<file path="config.mk">
export PLATFORM = sky130hd
export DESIGN_NAME = sharpen_core
export DESIGN_NICKNAME = d
export VERILOG_FILES = /design/src/rtl/sharpen_core.sv
export SDC_FILE = /design/constraint.sdc
export NUM_CORES = 1
export LEC_CHECK = 0
export CAP_MARGIN = 20
export CORE_MARGIN = 2
export CORE_UTILIZATION = 52
export CTS_BUF_LIST = sky130_fd_sc_hd__clkbuf_8
export DETAILED_ROUTE_END_ITERATION = 7
export PLACE_DENSITY = 0.83
export SKIP_LAST_GASP = 1
export SYNTH_ARGS = -nofsm -noshare
export SYNTH_HDL_FRONTEND = slang
export SYNTH_SLANG_ARGS = --single-unit
</file>
<file path="constraint.sdc">
create_clock -name clk -period 5.1 [get_ports clk]
set_input_delay 0.765 -clock clk [delete_from_list [all_inputs] [get_ports clk]]
set_output_delay 0.765 -clock clk [all_outputs]
set_load 0.01 [all_outputs]
</file>
<file path="src/rtl/sharpen_core.sv">
// rtl/sharpen_core.sv - register-mapped 3x3 sharpening engine producing two clamped pixels
module sharpen_core (
   input  logic        clk,
   input  logic        reset,
   input  logic        wr_en,
   input  logic [4:0]  reg_address,
   input  logic [31:0] data_in,
   output logic [31:0] status_out,
   output logic [31:0] result_out,
   output logic [31:0] row1_out,
   output logic [31:0] count_out
);

   localparam logic [1:0] IDLE  = 2'd0;
   localparam logic [1:0] CALC1 = 2'd1;
   localparam logic [1:0] CALC2 = 2'd2;
   localparam logic [1:0] DONE  = 2'd3;

   logic [1:0]  state;
   logic [31:0] row0, row1, row2;
   logic [15:0] result, op_count;
   logic        busy, done, ctrl_wr;
   logic [7:0]  px1, px2;

   // Raw value spans -1020..1275, so 12-bit two's complement wraps exactly; bit 11 is the sign.
   function automatic logic [7:0] sharpen(input logic [7:0] ctr, input logic [7:0] up,
                                          input logic [7:0] dn, input logic [7:0] lf,
                                          input logic [7:0] rt);
      logic [11:0] raw;
      raw = ({4'b0, ctr} << 2) + {4'b0, ctr} - {4'b0, up} - {4'b0, dn}
            - {4'b0, lf} - {4'b0, rt};
      if (raw[11])
         sharpen = 8'd0;
      else if (raw > 12'd255)
         sharpen = 8'd255;
      else
         sharpen = raw[7:0];
   endfunction

   assign px1 = sharpen(row1[15:8], row0[15:8], row2[15:8], row1[7:0], row1[23:16]);
   assign px2 = sharpen(row1[23:16], row0[23:16], row2[23:16], row1[15:8], row1[31:24]);

   assign busy    = (state == CALC1) || (state == CALC2);
   assign done    = (state == DONE);
   assign ctrl_wr = wr_en && (reg_address == 5'd3);

   always_ff @(posedge clk or posedge reset) begin
      if (reset) begin
         state    <= IDLE;
         row0     <= '0;
         row1     <= '0;
         row2     <= '0;
         result   <= '0;
         op_count <= '0;
      end else begin
         // Operands are frozen while a calculation is in flight.
         if (wr_en && !busy) begin
            case (reg_address)
               5'd0:    row0 <= data_in;
               5'd1:    row1 <= data_in;
               5'd2:    row2 <= data_in;
               default: ;
            endcase
         end
         case (state)
            IDLE: begin
               if (ctrl_wr && data_in[0])
                  state <= CALC1;
            end
            CALC1: begin
               result[7:0] <= px1;
               state       <= CALC2;
            end
            CALC2: begin
               result[15:8] <= px2;
               op_count     <= op_count + 16'd1;
               state        <= DONE;
            end
            default: begin
               if (ctrl_wr && data_in[0])
                  state <= CALC1;
               else if (ctrl_wr && data_in[1])
                  state <= IDLE;
            end
         endcase
      end
   end

   assign status_out = {30'b0, done, busy};
   assign result_out = {16'b0, result};
   assign row1_out   = row1;
   assign count_out  = {16'b0, op_count};

endmodule

</file>
Word-level counts from Yosys, hierarchy flattened. Cells that the tools add are included.

Register bits after elaboration: 114. Logic and storage cells: 48. Bits of input ports: 40.

Order comparisons: 2. Reductions and logical operators: 13. Equal/unequal tests: 7. Mux-type cells: 8. Add/sub/neg operators: 11.

Operators by type and width (count): $sub A12 B8 Y12 (6); $mux W8 (4); $gt A12 B8 Y1 const B (2); $sub A11 B8 Y12 (2); $add A10 B8 Y11 (2); $add A16 B1 Y16 const B (1); $eq A5 B2 Y1 const B (2); $reduce_and A2 Y1 (4); $mux W2 (3); $pmux W2 S3 (1); $eq A5 B1 Y1 const B (1); $logic_not A5 Y1 (1); $eq A2 B2 Y1 const B (2); $logic_and A1 B1 Y1 (4); $reduce_bool A4 Y1 (1); $eq A2 B1 Y1 const B (1); $logic_not A2 Y1 (1); $ne A2 B2 Y1 const B (1); $logic_not A1 Y1 (1); $logic_or A1 B1 Y1 (1).

Longest topological paths before layout. Gate-level depths: netlist of the first run.

Depth in word-level cells: 8. Gate-level depth with buffers: 14. Depth with buffers taken out: 14.

Least setup slack after synthesis of the first run. Ideal clock, no wire load.

Path type: register to register. From: reg row1[9], in the netlist row1_out[9]. To: reg result[10]. Period minus slack after synthesis: 4.008 ns. Data arrival time: 3.882 ns. Slack: 1.092 ns. Path buffers: 0. Stages on the path, launching flop included: 14. Required time: 4.974 ns. Cells stage by stage: dfrtp_1 -> inv_1 -> fa_1 -> fa_1 -> inv_1 -> fa_1 -> inv_1 -> fa_1 -> a21o_1 -> a221oi_2 -> o221ai_1 -> nor3_1 -> a31oi_2 -> a221o_1.

Word-level cells in the longest chain between the ends: 5.

RTL lines: start, declared (line 20) `logic [31:0] row0, row1, row2;`; start signal, assigned (line 60) `5'd1: row1 <= data_in;`; $sub A12 B8 Y12 * (2 in series) (line 31) `- {4'b0, lf} - {4'b0, rt};`; $gt A12 B8 Y1 (line 34) `else if (raw > 12'd255)`; $mux W8 (line 34); $mux W8 * (line 32) `if (raw[11])`; end signal, assigned (line 75) `result[15:8] <= px2;`; end, declared (line 21) `logic [15:0] result, op_count;`.

Every way passes the cells marked *; elsewhere a longest branch is shown, timed or not. A chain may end at the register's enable or synchronous reset.

Worst setup path after layout of the first run.
From: reg row1[8], in the netlist row1_out[8]. To: reg result[12].

The elaborated chain is that of the path after synthesis.

==> flow_summary.yaml, run 1 <==
floorplanning:
  fp.dieH_microns: 122
  fp.dieW_microns: 122
  pin_count: 168
  dieArea_sq_um: 14800
  start_util_pct: 53.8
  num_rows: 42
  core-area_sq_um: 13300
grt:
  antenna_found_initial: 0
  grt_pass1_wl_mm: 23.9
  grt_max_degree: 72
  grt_pass1_vias: 5004
  overflow: 0
  grt_util_all_layers_pct: 20.8
setup_path:
  timing.rr.end: "result[12]"
  reg2reg_depth: 13
  rr_startpoint: "row1_out[8]"
  ff2ff_setup_slack_ps: 770
  crit_arrival_ps: 4600
  crit_type: "reg -> reg"
  crit_path_end_kind: "flop"
  crit_path_max_fanout: 9
  cp-start-kind: "flop"
  cp.required_ps: 5370
final_layout:
  area_delta_synth_final_pct: 16.9
  drive_above_1_share_pct: 10.5
  fin_nets: 929
  diodes: 0
  fill_cells: 1119
timing:
  fmax_mhz: 231
  report.final.slew_viol_count: 0
  skew_ps: 13.2
  period_share_pct: 84.9
  worst_pin_slew_ps: 977
  setup_viol: 0
  hold_viol: 0
  timing.setup.tns_ps: 0
  grt_setup_unrepaired: "false"
  slew_headroom_pct: 34.7
  min_period_ps: 4330
logic_synthesis:
  synth_top_family_by_area: "adder cells"
  synth_ff_type: "dfrtp_1"
  syn_inst: 687
  synth_mux_area_share_pct: 8.57
  synth_edf_count: 0
  synth_fa_ha_area_share_pct: 22.8
  synth_xor_area_share_pct: 3.88
  synth-seq-area-share_pct: 34.1
  avgSynthCellArea_sq_um: 10.5
  synth_cell_types: 53
  synth-simple-area-share_pct: 7.40
  synthArstFlopShare_pct: 100
  synth.cell_area_sq_um: 7190
  synth-compound-area-share_pct: 8.29
  ys_seq_elements: 98
  ys_warn_count: 0
route:
  wl_met2_mm: 6.92
  drc_errors: 0
  vias: 4853
  wl_met3_microns: 581
  wl_met1_mm: 6.30
  routed_wl_mm: 14.2
  drt-pass1-iter-count: 4
  drtIter0Drc: 237
  viasPerCell: 4.98
  top_layer: "met4"
  wl_per_cell_microns: 14.6
  ant_nets: 0
clock_tree:
  numCtsBuffers: 9
  clk_path_buf_depth: 2
  clk_latency_ps: 390
  cts_setup_buffers: 0
  cts_tree: "yes"
  root_buffer: "clkbuf_8"
  cts_resized: 0
  clock_sinks: 98
  cts.htree.levels: 3
  clk_pin_slew_ps: 110
  cts_hold_buffers: 0
place:
  dp_hpwl_mm: 11.0
  io_buffers: 105
  place_congestion: 0.824
hold_path:
  hold_class: "reg -> reg"
  holdPathStages: 1
  min_from: "op_count[15]"
  hold_end: "op_count[15]"
flow_run:
  cap_violations: 0
outcome:
  status: "finished clean"
## kinds of logic after synthesis
| kind of cell | after synthesis |
|---|---|
| buffers and inverters | 221 |
| xor gates and xnor gates | 31 |
| other | 1 |
| adders and majority gates | 95 |
| muxes | 55 |
| and+or+nand+nor | 107 |
| AOI/OAI and AO/OA | 79 |
| DFF | 98 |
## worst max path at each step
stage,start,to,slack [ps],cells past startpoint
6_report,row1_out[8],result[12],770,13
5_1_grt,row1_out[8],result[15],500,13
4_1_cts,row1_out[8],result[12],790,13
3_5_place_dp,row1_out[8],result[14],800,13
3_3_place_gp,row1_out[8],result[8],920,13
2_1_floorplan,row1_out[9],result[10],1090,13
## metal layers
| layer | vias up | GRT usage, % |
|---|---|---|
| met5 | - | 0 |
| met2 | 138 | 34.0 |
| li1 | 2296 | - |
| met1 | 2394 | 27.6 |
| met4 | 0 | 9.77 |
| met3 | 25 | 3.09 |
## state kept, by name, summed over array words and instances, names as in the netlist
name	count
op_count	16
result	16
state	2
row1_out	32
row0	16
row2	16
## layout by cell type (no fill, tap or decap), drive strengths merged, types with 12 or more instances in the layout
master         synthesis  routed
o21ai                 22      22
ha                    35      35
fa                    60      60
nand2                 38      38
clkdlybuf4s50          0     105
dfrtp                 98      98
nand3                 13      13
conb                   1      62
mux2                  52      52
nor2                  20      20
inv                  149     153
xnor2                 22      22
a21oi                 12      12
## cell type report
class                      instances  area (sq um)  share of cell area [%]
clock buffer                       9           124                    1.47
clock inverter                     7          76.3                   0.909
tap                              176           220                    2.62
inverter                         149           562                    6.69
timing repair buffer             107          1070                    12.7
multi-input combinational        429          3900                    46.4
sequential                        98          2450                    29.2
## Yosys cell counts (8+ instances only)
| library cell | n | area [sq um] |
|---|---|---|
| nand3_1 | 13 | 65.1 |
| xor2_1 | 8 | 70.1 |
| o21ai_0 | 22 | 110 |
| nand4_1 | 8 | 50.1 |
| dfrtp_1 | 98 | 2450 |
| mux2_2 | 52 | 586 |
| nand2_1 | 38 | 143 |
| xnor2_1 | 22 | 193 |
| a221o_1 | 8 | 80.1 |
| ha_1 | 35 | 438 |
| clkbuf_1 | 8 | 30.0 |
| buf_4 | 64 | 480 |
| a21oi_1 | 12 | 60.1 |
| nor2_1 | 20 | 75.1 |
| inv_1 | 149 | 559 |
| a22oi_1 | 8 | 60.1 |
| fa_1 | 60 | 1200 |
## worst max-delay path, stage by stage, from the launching register on
cell,delay (ps)
dfrtp_1,570
inv_1,120
fa_1,400
fa_1,520
inv_1,60
fa_1,530
inv_1,70
fa_1,420
a21o_1,220
a221oi_2,410
o21ai_0,170
xnor2_1,190
a31oi_2,220
a221o_1,320
## stage by stage
step | hold slack (ps) | util [%] | cell area (sq um) | worst slack (ps) | instances
floorplan | 479 | - | 7420 | 1090 | 748
global placement | 462 | 61.4 | 8200 | 916 | 959
detailed placement | 466 | 61.4 | 8200 | 805 | 959
CTS | 480 | 62.9 | 8400 | 789 | 975
global route | 497 | 62.9 | 8400 | 501 | 975
finish | 476 | 62.9 | 8400 | 768 | 975
Power of run 1 is left out: the tool's default activity adds up to more than one toggle a clock period on the data nets, which glitch-free logic cannot reach.
==> inputs of run 2 (changes only) <==
--- a/config.mk
+++ b/config.mk
@@ -7,10 +7,10 @@
 export LEC_CHECK = 0
 export CAP_MARGIN = 20
 export CORE_MARGIN = 2
-export CORE_UTILIZATION = 52
+export CORE_UTILIZATION = 47
 export CTS_BUF_LIST = sky130_fd_sc_hd__clkbuf_8
 export DETAILED_ROUTE_END_ITERATION = 7
-export PLACE_DENSITY = 0.83
+export PLACE_DENSITY = 0.79
 export SKIP_LAST_GASP = 1
 export SYNTH_ARGS = -nofsm -noshare
 export SYNTH_HDL_FRONTEND = slang
==> constraint.sdc (replaced) <==
create_clock -name clk -period 3.9 [get_ports clk]
set_input_delay 0.585 -clock clk [delete_from_list [all_inputs] [get_ports clk]]
set_output_delay 0.585 -clock clk [all_outputs]
set_load 0.01 [all_outputs]
==> run 2 against run 1 <==
Against the previous run: the flow now finishes with violations (negative setup slack); final area grew 11%; register-to-register slack lost 800 ps; via count grew 6.4%; cell count grew 8.5%; non-clock buffer count grew 71; sequential share of layout area shrank 2.9 points; utilization shrank 0.93 points; die area grew 10%; critical path depth grew 1; critical endpoint is now result[4]; largest cell class unchanged.
==> flow_summary.yaml, run 2 (synthesized netlist as in run 1, its figures left out) <==
clock_tree:
  root_buffer: "clkbuf_8"
  clk_path_buf_depth: 2
  clock_sinks: 98
  clk_latency_ps: 390
  cts_hold_buffers: 0
  cts.htree.levels: 3
  numCtsBuffers: 9
  clk_pin_slew_ps: 100
  cts_tree: "yes"
setup_path:
  critPathTopFamily: "adder cells"
  crit_type: "reg -> reg"
  cp.buffers_inverters: 4
  crit_arrival_ps: 4200
  cp-start-kind: "flop"
  cp.required_ps: 4160
  crit_path_max_fanout: 7
  crit_path_end_kind: "flop"
  slowest_stage: "fa_1"
  crit_chain: "inv_2, fa_1, fa_1, inv_2, fa_1, inv_2, fa_2, a21o_1, a221oi_4, or4b_4, nand3_2, buf_8, nor4b_4, a22oi_1"
  cpPeakStageDelay_ps: 540
grt:
  grt_util_all_layers_pct: 19.1
  antenna_found_initial: 0
  grt_max_degree: 51
  grt_pass1_wl_mm: 24.6
  overflow: 0
  grt_pass1_vias: 5057
outcome:
  violations: "negative setup slack"
  status: "complete, but fails checks"
timing:
  timing.setup.tns_ps: -39.0
  worst_pin_slew_ps: 863
  hold_viol: 0
  whs_ps: 483
  period_share_pct: 101
  skew_ps: 15.3
  fmax_mhz: 254
  slew_headroom_pct: 42.3
  grt_setup_unrepaired: "true"
  report.final.slew_viol_count: 0
  setup_viol: 3
  fin_ws_ps: -33.7
  min_period_ps: 3930
final_layout:
  fin_cells: 1058
  layout_common_cells: "inv_1 (134), clkdlybuf4s50_1 (105), dfrtp_1 (89)"
  largest_register_ffs: 32
  drive_above_1_share_pct: 24.9
  regArea_sq_um: 2460
  diodes: 0
  multi_input_area_sq_um: 4250
  fin_nets: 1000
  fill_cells: 1180
  final_util_pct: 62.0
  layout_commonest_cell: "inv_1"
  area_delta_synth_final_pct: 30.2
place:
  dp_hpwl_mm: 11.3
  place_congestion: 0.806
  dp.cells: 1028
  io_buffers: 105
route:
  drtIter0Drc: 284
  drc_errors: 0
  vias: 5166
  drt-pass1-iter-count: 5
  viasPerCell: 4.88
  ant_nets: 0
  wl_per_cell_microns: 14.5
  routed_wl_mm: 15.3
floorplanning:
  pin_count: 168
  start_util_pct: 47.6
  dieArea_sq_um: 16300
  fp.dieW_microns: 128
  fp.dieH_microns: 128
  num_rows: 45
  core-area_sq_um: 15100
flow_run:
  cap_violations: 0
hold_path:
  hold_class: "reg -> reg"
## run 2: cell count changes in the layout (fill, tap and decap cells not counted), moves of 7 or more
cell | previous run | this run
dfrtp_2 | 0 | 9
dfrtp_1 | 98 | 89
inv_2 | 0 | 15
ha_4 | 0 | 11
buf_6 | 0 | 7
ha_1 | 35 | 23
buf_4 | 2 | 64
inv_1 | 149 | 134
## run 2: routing by layer
metal | share of wire [%] | global-route usage (%)
met1 | 45 | 26.8
met3 | 4.7 | 3.09
met4 | 1.5 | 5.69
met2 | 49 | 30.7
met5 | 0 | 0
## run 2: final timing paths
check	to	slack, ps	start	depth (start not counted)
worst max-delay path	result[4]	-30	row2[9]	14
worst max register to register	result[4]	-30	row2[9]	14
worst min-delay path	op_count[15]	480	op_count[15]	1
min in group asynchronous	row1_out[11]	640	reset	2
max in group asynchronous	row1_out[28]	2570	reset	3
worst min register to register	op_count[15]	480	op_count[15]	1
## run 2: what timing repair did
item                       4_1_cts  5_1_grt
pin swaps                       39       26
setup buffers                   10        4
resized for setup               32       40
setup endpoints to repair       16       16
## run 2: per-stage QoR
stage | setup WS (ps) | instance area (sq um)
floorplan | 1.61 | 7480
global placement | -136 | 8720
detailed placement | -252 | 8720
CTS | -23.8 | 9160
global route | -172 | 9360
finish | -33.7 | 9360
## run 2: worst reg2reg max path, delay by kind of cell (launching register included)
kind	cells	cell delay, ps
AO/OA/AOI/OAI	3	630
adder cells (fa/ha/maj)	4	1910
flip-flops	1	380
AND/OR/NAND/NOR	3	580
buffers and inverters	4	310
## run 2: cell type report
type	count	share of cell area, %
clock inverters	7	0.816
inverters	149	6.01
clock buffers	9	1.32
well taps	188	2.51
multi-input cells	429	45.4
flip-flops and latches	98	26.3
repair buffers	178	17.6
Power of run 2 is left out for the same reason.
==> inputs of run 3 (changes only) <==
--- a/config.mk
+++ b/config.mk
@@ -11,7 +11,7 @@
 export CTS_BUF_LIST = sky130_fd_sc_hd__clkbuf_8
 export DETAILED_ROUTE_END_ITERATION = 7
 export PLACE_DENSITY = 0.79
-export SKIP_LAST_GASP = 1
+export REMOVE_ABC_BUFFERS = 1
 export SYNTH_ARGS = -nofsm -noshare
 export SYNTH_HDL_FRONTEND = slang
 export SYNTH_SLANG_ARGS = --single-unit
==> run 3 against run 2 <==
Against the previous run: the flow still finishes with violations (negative setup slack); first-iteration DRC count shrank 7.0%; maximum frequency grew 0.22%; register-to-register slack is essentially flat; utilization fell by 0.27 points; hold slack better by 4.8 ps; critical path depth fell by 1.
==> flow_summary.yaml, run 3 (synthesized netlist as in run 1, its figures left out) <==
floorplanning:
  start_util_pct: 47.6
  num_rows: 45
  pin_count: 168
  fp.dieW_microns: 128
  fp.dieH_microns: 128
  core-area_sq_um: 15100
  dieArea_sq_um: 16300
timing:
  hold_viol: 0
  fin_ws_ps: -25.1
  setup_viol: 8
  report.final.slew_viol_count: 0
  min_period_ps: 3930
  worst_pin_slew_ps: 868
  period_share_pct: 101
  fmax_mhz: 255
  slew_headroom_pct: 42.1
  skew_ps: 7.37
  grt_setup_unrepaired: "true"
clock_tree:
  clk_latency_ps: 380
  clk_path_buf_depth: 2
  cts.htree.levels: 3
  numCtsBuffers: 9
  root_buffer: "clkbuf_8"
  cts_tree: "yes"
  clock_sinks: 98
  clk_pin_slew_ps: 100
final_layout:
  largest_register_ffs: 32
  diodes: 0
  final_util_pct: 61.7
  layout_commonest_cell: "inv_1"
  drive_above_1_share_pct: 24.7
  fin_nets: 998
  layout_common_cells: "inv_1 (129), clkdlybuf4s50_1 (105), dfrtp_1 (94)"
  fill_cells: 1211
  area_delta_synth_final_pct: 29.6
setup_path:
  cp.required_ps: 4170
  cp-start-kind: "flop"
  crit_path_max_fanout: 8
  crit_type: "reg -> reg"
  crit_path_end_kind: "flop"
  crit_arrival_ps: 4200
grt:
  grt_pass1_wl_mm: 25.4
  grt_util_all_layers_pct: 19.9
  grt_pass1_vias: 5229
  overflow: 0
  antenna_found_initial: 0
  grt_max_degree: 69
place:
  io_buffers: 105
  dp_hpwl_mm: 11.7
  place_congestion: 0.847
hold_path:
  hold_class: "reg -> reg"
route:
  wl_per_cell_microns: 15.0
  drt-pass1-iter-count: 6
  drtIter0Drc: 264
  vias: 5176
  ant_nets: 0
  viasPerCell: 4.90
  routed_wl_mm: 15.8
  drc_errors: 0
outcome:
  status: "complete, but fails checks"
  violations: "negative setup slack"
flow_run:
  cap_violations: 0
==> run 3: area by class of cell <==
| class | instances | area (sq um) | area share (%) |
|---|---|---|---|
| flip-flops and latches | 98 | 2460 | 26.4 |
| inverters | 149 | 562 | 6.03 |
| repair buffers | 176 | 1620 | 17.4 |
| well taps | 188 | 235 | 2.53 |
| clock buffers | 10 | 138 | 1.48 |
| multi-input cells | 429 | 4230 | 45.5 |
| clock inverters | 6 | 71.3 | 0.766 |
==> run 3: through the flow <==
| stage | hold slack, ps | area [sq um] | setup WS, ps | TNS [ps] | std cells |
|---|---|---|---|---|---|
| finish | 488 | 9320 | -25.1 | -62.6 | 1056 |
| global route | 511 | 9320 | -161 | -2060 | 1056 |
| CTS | 491 | 9130 | 1.63 | 0 | 1049 |
| detailed placement | 477 | 8660 | -257 | -3080 | 1030 |
| global placement | 461 | 8660 | -108 | -1430 | 1030 |
| floorplan | 479 | 6910 | -108 | -1180 | 676 |
==> run 3: final timing paths <==
check | slack [ps] | cells after the start | end | start
max reg2reg | -30 | 13 | result[12] | row1_out[21]
min | 490 | 1 | op_count[15] | op_count[15]
min in group asynchronous | 720 | 2 | row1_out[27] | reset
max | -30 | 13 | result[12] | row1_out[21]
max in group asynchronous | 2380 | 3 | op_count[8] | reset
min reg2reg | 490 | 1 | op_count[15] | op_count[15]
==> run 3: repair_timing <==
item / in CTS / in global routing
pin swaps: 48 / 38
cloned: 0 / 0
setup endpoints to repair: 16 / 16
resized for setup: 48 / 35
hold buffers: 0 / 0
buffers inserted: 3 / 7
==> run 3: critical path: stages, from the launching register on <==
cell     delay [ps]
dfrtp_2         450
buf_6           140
fa_1            500
fa_1            490
inv_1            50
fa_1            400
inv_1            70
ha_1            290
a21oi_1         210
and2_1          170
mux2_2          370
nor3_4          210
a31oi_4         150
a221o_1         300
==> run 3: layer usage <==
| metal | up-vias | global-route usage (%) | wire, microns |
|---|---|---|---|
| li1 | 2430 | - | - |
| met1 | 2580 | 26.1 | 6790 |
| met2 | 147 | 32.5 | 7850 |
| met3 | 19 | 4.55 | 885 |
| met4 | 0 | 7.37 | 274 |
| met5 | - | 0 | 0 |
Power of run 3 is left out for the same reason.
